[src/rtl/rr_gnt_arbiter_if.sv]
`default_nettype none
// ============================================================================
// Module      : rr_gnt_arbiter_if
// Description : Request/grant bundle between requesters and the arbiter.
// Revision    : 1.0 - initial release
// ============================================================================
interface rr_gnt_arbiter_if #(
    parameter int N = 4
);
    localparam int C_IDW = $clog2(N);

    logic [N-1:0]     req;
    logic [N-1:0]     gnt;
    logic             gnt_valid;
    logic [C_IDW-1:0] gnt_id;

    // master: the arbiter, which sources the grant; slave: the requester side
    modport master (input req, output gnt, output gnt_valid, output gnt_id);
    modport slave  (output req, input gnt, input gnt_valid, input gnt_id);
endinterface
`default_nettype wire

[src/rtl/rr_gnt_arbiter.sv]
`default_nettype none
// ============================================================================
// Module      : rr_gnt_arbiter
// Description : Round-robin arbiter with a per-grant hold limit and rotating
//               priority; registered one-hot grant.
// Revision    : 1.0 - initial release
// ============================================================================
module rr_gnt_arbiter #(
    parameter int N        = 4,
    parameter int MAX_HOLD = 8
) (
    input  wire              clk,
    input  wire              rstn,
    rr_gnt_arbiter_if.master bus
);
    localparam int               C_IDW       = $clog2(N);
    localparam int               C_HCW       = $clog2(MAX_HOLD + 1);
    localparam logic [C_IDW-1:0] C_LAST_ID   = C_IDW'(N - 1);
    localparam logic [C_HCW-1:0] C_HOLD_LAST = C_HCW'(MAX_HOLD - 1);
    localparam logic [N-1:0]     C_ONE       = {{(N-1){1'b0}}, 1'b1};

    typedef enum logic [0:0] {
        S_IDLE  = 1'b0,
        S_GRANT = 1'b1
    } state_t;

    state_t           r_state;
    logic [C_IDW-1:0] r_ptr;
    logic [C_IDW-1:0] r_gnt_id;
    logic [C_HCW-1:0] r_hold_cnt;
    logic [N-1:0]     r_gnt;
    logic             r_gnt_valid;

    logic [C_IDW-1:0] w_next_ptr;
    logic [C_IDW-1:0] w_start;
    logic [C_IDW-1:0] w_idx;
    logic [C_IDW-1:0] w_win;
    logic             w_found;
    logic             w_release;

    // Wrap compares against N-1 so non-power-of-two N works
    assign w_next_ptr = (r_gnt_id == C_LAST_ID) ? '0 : r_gnt_id + C_IDW'(1);
    assign w_start    = (r_state == S_GRANT) ? w_next_ptr : r_ptr;
    assign w_release  = !bus.req[r_gnt_id] || (r_hold_cnt == C_HOLD_LAST);

    always_comb begin
        w_found = 1'b0;
        w_win   = '0;
        w_idx   = w_start;
        for (int i = 0; i < N; i++) begin
            if (!w_found && bus.req[w_idx]) begin
                w_found = 1'b1;
                w_win   = w_idx;
            end
            w_idx = (w_idx == C_LAST_ID) ? '0 : w_idx + C_IDW'(1);
        end
    end

    always_ff @(posedge clk or negedge rstn) begin
        if (!rstn) begin
            r_state     <= S_IDLE;
            r_ptr       <= '0;
            r_gnt_id    <= '0;
            r_hold_cnt  <= '0;
            r_gnt       <= '0;
            r_gnt_valid <= 1'b0;
        end else begin
            case (r_state)
                S_IDLE: begin
                    if (w_found) begin
                        r_gnt       <= C_ONE << w_win;
                        r_gnt_id    <= w_win;
                        r_gnt_valid <= 1'b1;
                        r_hold_cnt  <= '0;
                        r_state     <= S_GRANT;
                    end
                end
                S_GRANT: begin
                    if (w_release) begin
                        r_ptr      <= w_next_ptr;
                        r_hold_cnt <= '0;
                        // Hand over directly to the next owner: no idle bubble
                        if (w_found) begin
                            r_gnt    <= C_ONE << w_win;
                            r_gnt_id <= w_win;
                        end else begin
                            r_gnt       <= '0;
                            r_gnt_valid <= 1'b0;
                            r_state     <= S_IDLE;
                        end
                    end else begin
                        r_hold_cnt <= r_hold_cnt + C_HCW'(1);
                    end
                end
                default: r_state <= S_IDLE;
            endcase
        end
    end

    assign bus.gnt       = r_gnt;
    assign bus.gnt_valid = r_gnt_valid;
    assign bus.gnt_id    = r_gnt_id;
endmodule
`default_nettype wire

[src/flat_wrapper.sv]
// flat-port wrapper written by rule: the top's interface ports become plain ports
module rr_gnt_arbiter_flat 
#(
    parameter int N        = 4,
    parameter int MAX_HOLD = 8
)
  (clk, rstn, bus_req, bus_gnt, bus_gnt_valid, bus_gnt_id);
  rr_gnt_arbiter_if #(.N(N)) bus_i ();
  input  wire clk;
  input  wire rstn;
  input wire logic [$bits(bus_i.req)-1:0] bus_req;
  output wire logic [$bits(bus_i.gnt)-1:0] bus_gnt;
  output wire logic [$bits(bus_i.gnt_valid)-1:0] bus_gnt_valid;
  output wire logic [$bits(bus_i.gnt_id)-1:0] bus_gnt_id;
  assign bus_i.req = bus_req;
  assign bus_gnt = bus_i.gnt;
  assign bus_gnt_valid = bus_i.gnt_valid;
  assign bus_gnt_id = bus_i.gnt_id;
  rr_gnt_arbiter #(.N(N), .MAX_HOLD(MAX_HOLD)) u_core (.clk(clk), .rstn(rstn), .bus(bus_i));
endmodule
[config.mk]
export PLATFORM = sky130hd
export DESIGN_NAME = rr_gnt_arbiter_flat
export DESIGN_NICKNAME = d
export VERILOG_FILES = /design/src/rtl/rr_gnt_arbiter_if.sv /design/src/rtl/rr_gnt_arbiter.sv /design/src/flat_wrapper.sv
export SDC_FILE = /design/constraint.sdc
export NUM_CORES = 1
export LEC_CHECK = 0
export ABC_AREA = 1
export BUFFER_PORTS_ARGS = -buffer_cell sky130_fd_sc_hd__buf_2
export CAP_MARGIN = 20
export CORE_MARGIN = 2
export CORE_UTILIZATION = 55
export CTS_CLUSTER_SIZE = 25
export DETAILED_ROUTE_END_ITERATION = 16
export GPL_TIMING_DRIVEN = 0
export PLACE_DENSITY = 0.76
export SYNTH_ARGS = -nofsm -noshare
export SYNTH_HDL_FRONTEND = slang
export SYNTH_SLANG_ARGS = --single-unit
[constraint.sdc]
create_clock -name clk -period 2.2 [get_ports clk]
set_input_delay 0.66 -clock clk [delete_from_list [all_inputs] [get_ports clk]]
set_output_delay 0.66 -clock clk [all_outputs]
set_load 0.02 [all_outputs]
**Word-level counts from Yosys, hierarchy flattened**

Cells that the tools add are included.

- Flip-flop bits (word level): 14

- $add $sub $neg: 5
- Magnitude comparators: 5
- Eq/ne operators: 8
- Shift-type cells: 1
- Mux-type cells: 40
- Bitwise operators: 1
- Reductions and logical operators: 11

Operator list:

| kind | number |
|---|---|
| $mux 2 | 11 |
| $mux 4 | 5 |
| $pmux 4 s2 | 2 |
| $lt 2x3->1 const B | 5 |
| $mux 1 | 14 |
| $bmux 1 s2 | 5 |
| $add 2x1->2 const B | 4 |
| $eq 2x2->1 const B | 4 |
| $add 4x1->4 const B | 1 |
| $eq 4x3->1 const B | 1 |
| $logic_not 1->1 | 4 |
| $ne 2x2->1 const B | 2 |
| $pmux 1 s2 | 2 |
| $pmux 2 s2 | 1 |
| $reduce_and 2->1 | 2 |
| $shl 1x2->4 const A | 1 |
| $logic_and 1x1->1 | 3 |
| $reduce_and 3->1 | 1 |
| $ne 2x1->1 const B | 1 |
| $logic_or 1x1->1 | 1 |
| $not 1->1 | 1 |

**Longest topological paths before layout**

- Word-level depth: 19
- Mapped depth: 14

**Worst setup path after synthesis**

Ideal clock, no wire load.

- Path type: reg2reg
- Start: register u_core.r_gnt_id[0] (netlist: u_core.bus.gnt_id[0])
- End: register u_core.r_gnt_valid (netlist: u_core.bus.gnt_valid)
- Arrival time: 1.818 ns
- Required time: 2.069 ns
- Path slack: 0.251 ns
- Stages on the path, launching flop included: 11
- Buffers on the path: 0
- Path through: dfrtp_1 > ha_1 > inv_1 > nand2_1 > nand2_2 > nand2_1 > nand2_1 > nand2_1 > nand2_2 > nand3_1 > maj3_1

- Cells in the longest elaborated chain, start to end: 17
- Elaborated cells between the ends (all ways): 39
- Those cells by class: 4 x add/sub; 7 x eq/ne; 19 x mux; 9 x reduce/logical

RTL lines:

| item | line | text |
|---|---|---|
| start, declared | rr_gnt_arbiter.sv:29 | `logic [C_IDW-1:0] r_gnt_id;` |
| start signal, assigned | rr_gnt_arbiter.sv:72 | `r_gnt_id <= w_win;` |
| start signal, assigned | rr_gnt_arbiter.sv:85 | `r_gnt_id <= w_win;` |
| $add 2x1->2 or $eq 2x2->1 (tied branches) | rr_gnt_arbiter.sv:42 | `assign w_next_ptr = (r_gnt_id == C_LAST_ID) ? '0 : r_gnt_id + C_IDW'(1);` |
| $mux 2 * | rr_gnt_arbiter.sv:42 |  |
| net u_core.w_next_ptr[1] | rr_gnt_arbiter.sv:34 | `logic [C_IDW-1:0] w_next_ptr;` |
| $mux 2 * | rr_gnt_arbiter.sv:43 | `assign w_start = (r_state == S_GRANT) ? w_next_ptr : r_ptr;` |
| parallel branches: the longest is 11 deep, another holds $add 2x1->2 | n/a |  |
| $mux 1 * | rr_gnt_arbiter.sv:51 | `if (!w_found && bus.req[w_idx]) begin` |
| $ne 2x2->1 (no line) or $ne 2x1->1 (tied branches) | n/a |  |
| $reduce_and 3->1 (no line) * | n/a |  |
| end signal, assigned | rr_gnt_arbiter.sv:66 | `r_gnt_valid <= 1'b0;` |
| end signal, assigned | rr_gnt_arbiter.sv:73 | `r_gnt_valid <= 1'b1;` |
| end signal, assigned | rr_gnt_arbiter.sv:88 | `r_gnt_valid <= 1'b0;` |
| end, declared | rr_gnt_arbiter.sv:32 | `logic r_gnt_valid;` |

Mark *: on every way through the listed nets, which the timed path passes. The select of a mux whose other input is x is not followed.
A chain may end at the register's enable or synchronous reset.

**Final worst setup path**

- Start: register u_core.r_gnt_id[0] (netlist: u_core.bus.gnt_id[0])
- End: register u_core.r_gnt[2] (netlist: u_core.bus.gnt[2])

- Cells in the longest elaborated chain, start to end: 19
- Elaborated cells between the ends (all ways): 47
- Those cells by class: 4 x add/sub; 6 x eq/ne; 1 x shift; 27 x mux; 9 x reduce/logical

RTL lines:

| item | line | text |
|---|---|---|
| $add 2x1->2 or $eq 2x2->1 (tied branches) | rr_gnt_arbiter.sv:42 |  |
| $mux 2 * | rr_gnt_arbiter.sv:42 |  |
| net u_core.w_next_ptr[1] | rr_gnt_arbiter.sv:34 |  |
| $mux 2 * | rr_gnt_arbiter.sv:43 |  |
| parallel branches: the longest is 16 deep, another holds $add 2x1->2 | n/a |  |
| end signal, assigned | rr_gnt_arbiter.sv:71 | `r_gnt <= C_ONE << w_win;` |
| end signal, assigned | rr_gnt_arbiter.sv:84 | `r_gnt <= C_ONE << w_win;` |
| end, declared | rr_gnt_arbiter.sv:31 | `logic [N-1:0] r_gnt;` |

Marked as above.

==> results.sh <==
export IMPL_run_status="finished clean"
export IMPL_rows=15
export IMPL_initial_utilization_pct=57.1
export IMPL_grt_pass1_wl_mm=3.44
export IMPL_setup_tns_final_ns=0
export IMPL_io_buffers=12
export IMPL_max_cap_viol_count=0
export IMPL_numClockSinks=14
export IMPL_synth_top_flop_cell="sky130_fd_sc_hd__dfrtp_1"
export IMPL_netlist_instances=136
export IMPL_length_of_routed_met2_wiring_mm=1.05
export IMPL_critical_path_required_ns=2.37
export IMPL_fin_nets=166
export IMPL_initial_antenna_violation_count=0
export IMPL_timing_worst_setup_path_type="reg2reg"
export IMPL_path_max_fanout=8
export IMPL_max_slew_worst_pin_slew_ns=0.301
export IMPL_grt_total_usage_pct=23.2
export IMPL_cell_depth_of_the_worst_flop_to_flop_path=11
export IMPL_cts_buffer_depth=2
export IMPL_crit_path_end_kind="flop"
export IMPL_num_antenna_cells=0
export IMPL_post_synth_top_area_cell="sky130_fd_sc_hd__dfrtp_1"
export IMPL_worst_skew_pair_late_latency_ns=0.27
export IMPL_die_width_um=45.6
export IMPL_min_path_type="in2async"
export IMPL_die_area_um2=2080
export IMPL_post_route_cells_drive_above_1_share_pct=28.7
export IMPL_synthesis_area_um2=953
export IMPL_critical_path_arrival_ns=2.16
export IMPL_synth_avg_cell_area_um2=7.01
export IMPL_grt_setup_unrepaired="no"
export IMPL_fp_dieH_um=45.6
export IMPL_min_period_over_period_pct=90.7
export IMPL_synth_edff_count=0
export IMPL_numCtsBuffers=3
export IMPL_drcViolationCount=0
export IMPL_ioPinCount=13
export IMPL_wirelength_mm=2.07
export IMPL_route_detailed_wl_per_inst_um=11.9
export IMPL_ys_top_cells_by_area="sky130_fd_sc_hd__dfrtp_1 (37%), sky130_fd_sc_hd__nand2_1 (19%), sky130_fd_sc_hd__nand2_2 (7.9%)"
export IMPL_route_antenna_remaining_nets=0
export IMPL_dr_first_iter_drc_count=11
export IMPL_worst_setup_hold_path_clk_slew_ns=0.08
export IMPL_maxClockFrequency_mhz=501
export IMPL_firstDrtPassIters=4
export IMPL_worst_setup_path_endpoint="u_core.bus.gnt[2]"
export IMPL_route_detailed_vias_per_inst=5.33
export IMPL_h_tree_depth=1
export IMPL_clock_root_buffer="sky130_fd_sc_hd__clkbuf_4"
export IMPL_number_of_global_route_vias_before_repair=819
export IMPL_clock_skew_after_layout_ns=0.00130
export IMPL_route_vias_total=928
export IMPL_mappedNetlistNets=144
export IMPL_synth_cell_type_count=21
export IMPL_final_critical_path_required_period_ns=2.00
export IMPL_cts_tree="built"
export IMPL_worst_r2r_endpoint="u_core.bus.gnt[2]"
export IMPL_met3RoutedLength_um=18
export IMPL_number_of_synthesis_warnings=0
export IMPL_dp_final_hpwl_mm=1.53
export IMPL_setup_reg_to_reg_worst_slack_ns=0.20
export IMPL_commonest_cells_post_synth="sky130_fd_sc_hd__nand2_1 (48), sky130_fd_sc_hd__dfrtp_1 (14), sky130_fd_sc_hd__inv_1 (13)"
export IMPL_relSlewSlack_pct=79.7
export IMPL_routability_congestion=0.787
export IMPL_start_kind="flop"
export IMPL_critical_path_startpoint="u_core.bus.gnt_id[0]"
export IMPL_final_hold_viol_count=0
export IMPL_synth_top_area_share_pct=36.7
export IMPL_core_um2=1670
export IMPL_synth_sequential_area_ratio_pct=36.7
export IMPL_timing_max_transition_violations_final=0
export IMPL_dr_max_layer_used="met4"
export IMPL_synth_most_common_cell="sky130_fd_sc_hd__nand2_1"
export IMPL_synth_async_sr_flop_share_pct=100
export IMPL_timing_critical_path_slowest_stage_cell="sky130_fd_sc_hd__dfrtp_2"
export IMPL_grt_start_max_net_pins=15
export IMPL_met1Wirelength_um=980
export IMPL_finalSetupViolCount=0
export IMPL_synth_ff_latch_count=14
export IMPL_areaGrowthSynthToFinish_pct=18.4
export IMPL_rr_startpoint="u_core.bus.gnt_id[0]"
export IMPL_grt_remaining_overflow=0
export IMPL_worstPathCellList="ha_1 -> inv_1 -> nand2_1 -> nand2_4 -> buf_4 -> o21ai_0 -> nand3_1 -> nor2_2 -> nor2_4 -> nand3_1 -> nand2_1"
export IMPL_worst_path_largest_cell_delay_ns=0.46
-- sequential cells by signal, indices dropped and copies added (netlist names) --
signal and count:
u_core.r_state 1, u_core.bus.gnt 4, u_core.bus.gnt_id 2, u_core.r_hold_cnt 4, u_core.bus.gnt_valid 1, u_core.r_ptr 2
-- layout by cell type (no fill, tap or decap) --
master                      n
sky130_fd_sc_hd__dfrtp_1   13
sky130_fd_sc_hd__a21oi_1    4
sky130_fd_sc_hd__dfrtp_2    1
sky130_fd_sc_hd__xor2_1     1
sky130_fd_sc_hd__o21ai_0    8
sky130_fd_sc_hd__o21ai_1    1
sky130_fd_sc_hd__clkbuf_8   1
sky130_fd_sc_hd__buf_4      5
sky130_fd_sc_hd__inv_1     13
sky130_fd_sc_hd__maj3_1     1
sky130_fd_sc_hd__nand3_1    9
sky130_fd_sc_hd__inv_2      1
sky130_fd_sc_hd__nor2_2     1
sky130_fd_sc_hd__o31ai_1    2
sky130_fd_sc_hd__nand2_1   46
sky130_fd_sc_hd__inv_4      1
sky130_fd_sc_hd__a21oi_2    1
sky130_fd_sc_hd__clkbuf_4   3
sky130_fd_sc_hd__buf_2     12
sky130_fd_sc_hd__ha_1       2
sky130_fd_sc_hd__nand2_2   13
sky130_fd_sc_hd__o22ai_1    1
sky130_fd_sc_hd__a22o_1     1
sky130_fd_sc_hd__nor2_4     3
sky130_fd_sc_hd__nand2_4    3
sky130_fd_sc_hd__nand4_1    2
sky130_fd_sc_hd__nor2_1     8
-- per-stage QoR --
step	std cells	hold WS, ns	setup WS, ns	instance area [um^2]	utilization, %
final	174	0.261	0.204	1130	67.6
after global routing	174	0.284	0.00954	1130	67.6
after CTS	169	0.263	0.0533	1070	64.1
after detailed placement	165	0.465	0.0706	1030	61.9
after global placement	165	0.459	0.108	1030	61.9
after floorplan	136	0.364	0.251	953	-
-- cells by family after synthesis --
logic type               Yosys count  share of synthesized area (%)
adder cells (fa/ha/maj)            3                           3.67
AND/OR/NAND/NOR                   85                           42.0
XOR/XNOR                           1                          0.919
buffers and inverters             15                           6.17
AO/OA/AOI/OAI                     18                           10.5
flip-flops                        14                           36.7
-- worst min-delay path by stage --
| stage | slack, ns | startpoint | end | cells past startpoint |
|---|---|---|---|---|
| final | 0.26 | rstn | u_core.r_ptr[0] | 1 |
| after global routing | 0.28 | rstn | u_core.r_ptr[0] | 1 |
| after CTS | 0.26 | rstn | u_core.r_ptr[0] | 1 |
| after detailed placement | 0.47 | u_core.bus.gnt[1] | u_core.bus.gnt[1] | 2 |
| after global placement | 0.46 | u_core.bus.gnt[1] | u_core.bus.gnt[1] | 2 |
| after floorplan | 0.36 | rstn | u_core.bus.gnt[0] | 0 |
-- per-layer routing --
metal,track usage [%],vias to the layer above
li1,-,482
met2,38.9,8
met1,30.5,434
met4,10.6,0
met3,1.19,4
met5,0,-
-- cell type report --
type,instances,area [um^2]
multi-input cells,107,563
fillers,144,542
flip-flops and latches,14,352
repair buffers,17,97.6
inverters,15,58.8
clock buffers,4,36.3
well taps,17,21.3
-- worst max-delay path: cells and delay by family (launching register included) --
| kind | cells | cell delay, ns |
|---|---|---|
| compound gates | 1 | 0.28 |
| fa+ha+maj | 1 | 0.31 |
| buf+inv | 2 | 0.20 |
| flops | 1 | 0.46 |
| simple gates | 7 | 0.63 |
-- repair_timing --
| action | CTS | global route |
|---|---|---|
| hold buffers | 0 | 0 |
| setup buffers | 0 | 5 |
| setup endpoints to repair | 0 | 10 |
| gates resized for setup | 0 | 6 |
Power is left out: the tool's default activity adds up to more than one toggle a clock period on the data nets, which glitch-free logic cannot reach.
